## src/rtl/hilo_pipe.sv

```systemverilog
`default_nettype none
// ============================================================================
// Module   : hilo_pipe
// Purpose  : HI/LO write pipeline (EX/MEM, MEM/WB slots) with MFHI/MFLO forwarding.
// Revision : 1.0 - initial release
// ============================================================================
module hilo_pipe (
    input  logic        clk,
    input  logic        rst,
    input  logic        ex_whi_i,
    input  logic        ex_wlo_i,
    input  logic [31:0] ex_hi_i,
    input  logic [31:0] ex_lo_i,
    input  logic [2:0]  stall_i,
    input  logic        flush_i,
    output logic [31:0] fwd_hi_o,
    output logic [31:0] fwd_lo_o,
    output logic [31:0] hi_o,
    output logic [31:0] lo_o,
    output logic        pending_o
);

    logic        r_em_whi, r_em_wlo;
    logic [31:0] r_em_hi,  r_em_lo;
    logic        r_mw_whi, r_mw_wlo;
    logic [31:0] r_mw_hi,  r_mw_lo;
    logic [31:0] r_hi,     r_lo;

    // EX/MEM slot: flush beats stall; a held MEM freezes it, a held EX feeds a bubble
    always_ff @(posedge clk) begin
        if (rst || flush_i || (stall_i[0] && !stall_i[1])) begin
            r_em_whi <= 1'b0;
            r_em_wlo <= 1'b0;
            r_em_hi  <= 32'd0;
            r_em_lo  <= 32'd0;
        end else if (!stall_i[1]) begin
            r_em_whi <= ex_whi_i;
            r_em_wlo <= ex_wlo_i;
            r_em_hi  <= ex_hi_i;
            r_em_lo  <= ex_lo_i;
        end
    end

    always_ff @(posedge clk) begin
        if (rst || flush_i || (stall_i[1] && !stall_i[2])) begin
            r_mw_whi <= 1'b0;
            r_mw_wlo <= 1'b0;
            r_mw_hi  <= 32'd0;
            r_mw_lo  <= 32'd0;
        end else if (!stall_i[2]) begin
            r_mw_whi <= r_em_whi;
            r_mw_wlo <= r_em_wlo;
            r_mw_hi  <= r_em_hi;
            r_mw_lo  <= r_em_lo;
        end
    end

    // Commit is not gated by flush: the MEM/WB write is older than the faulting instruction
    always_ff @(posedge clk) begin
        if (rst) begin
            r_hi <= 32'd0;
            r_lo <= 32'd0;
        end else begin
            if (r_mw_whi && !stall_i[2]) r_hi <= r_mw_hi;
            if (r_mw_wlo && !stall_i[2]) r_lo <= r_mw_lo;
        end
    end

    logic [31:0] w_fwd_hi, w_fwd_lo;

    always_comb begin
        w_fwd_hi = r_hi;
        if (r_em_whi)      w_fwd_hi = r_em_hi;
        else if (r_mw_whi) w_fwd_hi = r_mw_hi;
        w_fwd_lo = r_lo;
        if (r_em_wlo)      w_fwd_lo = r_em_lo;
        else if (r_mw_wlo) w_fwd_lo = r_mw_lo;
    end

    assign fwd_hi_o  = w_fwd_hi;
    assign fwd_lo_o  = w_fwd_lo;
    assign hi_o      = r_hi;
    assign lo_o      = r_lo;
    assign pending_o = r_em_whi | r_em_wlo | r_mw_whi | r_mw_wlo;

endmodule
`default_nettype wire

```

## config.mk

```make
export PLATFORM = sky130hd
export DESIGN_NAME = hilo_pipe
export DESIGN_NICKNAME = d
export VERILOG_FILES = /design/src/rtl/hilo_pipe.sv
export SDC_FILE = /design/constraint.sdc
export NUM_CORES = 1
export LEC_CHECK = 0
export CAP_MARGIN = 40
export CORE_MARGIN = 2
export CORE_UTILIZATION = 39
export DETAILED_ROUTE_END_ITERATION = 16
export PLACE_DENSITY = 0.68
export SLEW_MARGIN = 30
export SYNTH_ARGS = -nofsm -noshare
export SYNTH_HDL_FRONTEND = slang
export SYNTH_SLANG_ARGS = --single-unit
```

## constraint.sdc

```tcl
create_clock -name clk -period 1.9 [get_ports clk]
set_clock_uncertainty 0.15 [all_clocks]
set_input_delay 0.38 -clock clk [delete_from_list [all_inputs] [get_ports clk]]
set_output_delay 0.38 -clock clk [all_outputs]
set_load 0.01 [all_outputs]
```

# Word level (Yosys, flattened, before mapping)
# Index checks and enable logic that the tools add are counted.
[totals]
ff_bits = 196
input_bits = 72
out_inout_bits = 129
wordCells = 26
[classes]
n_mux = 4
bitwise = 3
n_reduce_logical = 9
[ops]
columns = ["op", "n"]
rows = [
  ["$mux W32", 4],
  ["$logic_and A1 B1 Y1", 4],
  ["$logic_or A1 B1 Y1", 3],
  ["$or A1 B1 Y1", 3],
  ["$logic_not A1 Y1", 2],
]

# Logic depth before layout (Yosys ltp)
[depth]
depth_word = 3
mapped_depth = 6
ltp_nobuf = 3

# Least setup slack after synthesis
# Ideal clock, no wire load.
[synth_timing]
kind = "flip-flop to output port"
startpoint = "register r_em_wlo"
endpoint = "output pending_o"
arrival_ps = 1027
required_time_ps = 1370
path_slack_ps = 343
path_stages_with_launch = 3
n_path_buf = 1
path_cell_list = "dfxtp_1 buf_2 or4_1"
[synth_between]
elab_chain_cells = 3
[synth_rtl]
columns = ["element", "line", "text"]
rows = [
  ["start: declaration", "23", "logic r_em_whi, r_em_wlo;"],
  ["start signal: assignment", "38", "r_em_wlo <= ex_wlo_i;"],
  ["$or A1 B1 Y1 (3 in a row)", "84", "assign pending_o = r_em_whi | r_em_wlo | r_mw_whi | r_mw_wlo;"],
  ["end: declaration", "20", "output logic pending_o"],
]
# Every way passes these cells.

# Final worst setup path
[layout_timing]
startpoint = "register r_mw_whi"
endpoint = "output pending_o"
[layout_between]
elab_chain_cells = 2
[layout_rtl]
columns = ["element", "line", "text"]
rows = [
  ["start: declaration", "25", "logic r_mw_whi, r_mw_wlo;"],
  ["start signal: assignment", "51", "r_mw_whi <= r_em_whi;"],
  ["$or A1 B1 Y1 (2 in a row)", "84", ""],
]
# Every way passes these cells.

==> impl_metrics.yaml <==
grt:
  grtUsageTotal_pct: 22.4
  grt_pass1_wl_um: 39700
  grt-ovfl-total: 0
  antenna_found_initial: 2
  grt_pass1_vias: 7367
  grt_max_degree: 65
layout:
  final_common_cell: "nand2_1"
  final_util_pct: 54.7
  finish.instance_area_um2: 11500
  antennaDiodeCount: 0
  drive_gt1_share_pct: 15.9
  area_growth_pct: 38.1
  nFillCells: 1927
  mostFrequentLayoutCells: "nand2_1, dfxtp_1, a21oi_1"
  final_cells: 1509
  final_net_count: 1293
min_path:
  hold_path.startpoint: "stall_i[1]"
  min_to: "r_em_lo[26]$_SDFFE_PP0N_"
  hold_path_class: "in2reg"
  hold_path_depth: 3
timing:
  hold_viol_final: 0
  min_period_ns: 2.13
  maxSlewViolCount: 0
  setup_viol: 61
  slew_headroom_pct: 66.6
  grt_setup_unrepaired: "true"
  tightest_slew_ns: 0.501
  fin_ws_ns: -0.230
  max_freq_mhz: 469
  fin_crit_sh_pct: 112
routing:
  drcViolationCount: 0
  ant_nets: 0
  drtIter0Drc: 317
  wl_per_cell_um: 17.0
  viasPerCell: 5.21
  wirelength_um: 25700
  first_pass_iters: 4
  via_count: 7864
synthesis:
  synth_area_per_cell_um2: 8.20
  muxShareOfSynthArea_pct: 7.69
  ys_seq_elements: 196
  yosys.area_share.simple_pct: 21.6
  synth_xor_area_share_pct: 0
  seq_area_frac_synth_pct: 47.1
  yosys.area_share.adder_pct: 0
  synth-compound-area-share_pct: 17.5
  ys_warn_count: 0
  netlist_area_um2: 8330
  yosys.cell_types.count: 19
  synth_nets: 1088
  syn_inst: 1016
  synth_top_family_by_area: "simple AND/OR/NAND/NOR gates"
power:
  total_power_mw: 8.40
  p_leak_nw: 4.63
  power_density_nw_per_um2: 730
  peakVddDrop_uv: 621
clock_network:
  htreeDepth: 4
  cts_buffers: 17
  cts_tree: "done"
  clock_latency_ns: 0.43
  clk_pin_slew_worst_paths_ns: 0.07
  clockBufferDepth: 2
  clock_sinks: 196
  cts_root_buffer: "clkbuf_16"
critical_path:
  r2r_cells: 9
  cpMaxStageDelayCell: "or4_4"
  crit_type: "reg2out"
  crit_chain: "buf_8 > or4_4 > buf_6"
  cp-start-kind: "flip-flop"
  cp_num_buf_inv: 2
  cp.arrival_ns: 1.60
  r2r-end: "hi_o[23]$_SDFFE_PP0P_"
  required_ns: 1.37
  ff2ff_setup_slack_ns: 0.11
  slowest_delay_ns: 0.51
  cp_max_fo: 5
  r2r-start: "r_mw_whi$_SDFFE_PP0N_"
  endpoint_kind: "output port"
  cpLargestDelayFamily: "simple AND/OR/NAND/NOR gates"
floorplanning:
  core_region_area_um2: 21000
  row_count: 53
  fp.dieH_um: 150
  initial_core_util_pct: 39.6
  die_area_um2: 22500
  die_w_um: 150
  io_pins: 201
outcome:
  status: "finished, violations left"
  violations: "setup timing"
placement:
  gp_congestion: 0.827
  dp.cells: 1445
  hpwl_um: 15700
  dpl-instance-area_um2: 10800
  port_buffers: 200
  preCtsSetupSlack_ns: -0.157
job:
  drv_cap: 0
cell usage after synthesis:
| cell | instances | area share [%] |
|---|---|---|
| dfxtp_1 | 196 | 47 |
| nand2b_2 | 1 | 0.11 |
| mux2i_1 | 64 | 7.7 |
| o21ai_0 | 64 | 3.8 |
| a21oi_1 | 135 | 8.1 |
| nand2_1 | 192 | 8.6 |
| nor2_1 | 132 | 5.9 |
| a22oi_1 | 61 | 5.5 |
| clkbuf_1 | 27 | 1.2 |
| and2b_1 | 1 | 0.090 |
| nor2_4 | 1 | 0.14 |
| nor2b_1 | 1 | 0.075 |
| buf_4 | 12 | 1.1 |
| buf_6 | 7 | 0.95 |
| or2_1 | 1 | 0.075 |
| buf_2 | 48 | 2.9 |
| or4_1 | 1 | 0.090 |
| nor3b_1 | 71 | 6.4 |
| nand2b_1 | 1 | 0.075 |
metal layers:
layer	global-route usage [%]	up-vias	share of wire, %
met2	35.5	253	45
met5	0	-	0.051
li1	-	3878	-
met1	30.5	3705	46
met3	5.76	26	7.7
met4	5.47	2	1.1
area by class of cell:
cell class              instances  area [um^2]  share of cell area, %
flip-flops and latches        196         3940                   34.3
multi-input cells             726         3930                   34.1
repair buffers                280         2690                   23.4
well taps                     275          344                   2.99
clock buffers                  17          425                   3.70
clock inverters                15          173                   1.50
registers in the layout, indices dropped and copies added (netlist names), 32 cells and up:
signal and cells:
hi_o 32, lo_o 32, r_em_hi 32, r_em_lo 32, r_mw_hi 32, r_mw_lo 32
cells by family (layout without fill, tap and decap cells):
logic type	count (synthesis)	in the layout
muxes	64	64
and+or+nand+nor	402	402
DFF	196	196
buffers and inverters	94	312
AOI/OAI and AO/OA	260	260
per-stage QoR:
stage	setup TNS (ns)	hold slack (ns)
5_1_grt	-11.74	0.255
2_1_floorplan	0	0.295
3_3_place_gp	-3.60	0.306
4_1_cts	-9.45	0.232
6_report	-7.31	0.244
3_5_place_dp	-3.48	0.312
tightest hold or removal path: stages:
cell and delay (ns):
buf_4 0.20, a21oi_1 0.15, nor2_1 0.04
where the power goes:
group / leakage [nW] / internal (mW) / switching (mW)
Clock: 0.282 / 1.98 / 1.70
Sequential: 1.59 / 4.13 / 0.0275
Combinational: 2.76 / 0.261 / 0.302
how the worst max path moves through the flow:
stage | from | to | slack (ns) | cells after the start
3_3_place_gp | r_mw_wlo$_SDFFE_PP0N_ | fwd_lo_o[12] | -0.13 | 4
5_1_grt | r_mw_whi$_SDFFE_PP0N_ | pending_o | -0.28 | 3
2_1_floorplan | r_em_wlo$_SDFFE_PP0N_ | pending_o | 0.34 | 2
6_report | r_mw_whi$_SDFFE_PP0N_ | pending_o | -0.23 | 3
3_5_place_dp | r_mw_wlo$_SDFFE_PP0N_ | fwd_lo_o[16] | -0.16 | 5
4_1_cts | r_mw_whi$_SDFFE_PP0N_ | pending_o | -0.31 | 4
what timing repair did:
| item | CTS | global route |
|---|---|---|
| buffers inserted | 23 | 14 |
| gates cloned | 4 | 2 |
| endpoints found under the setup margin | 104 | 116 |
| hold buffers | 0 | 0 |
| pin swaps | 8 | 16 |
| gates resized for setup | 398 | 52 |
Power figures use the tool's default switching activity.
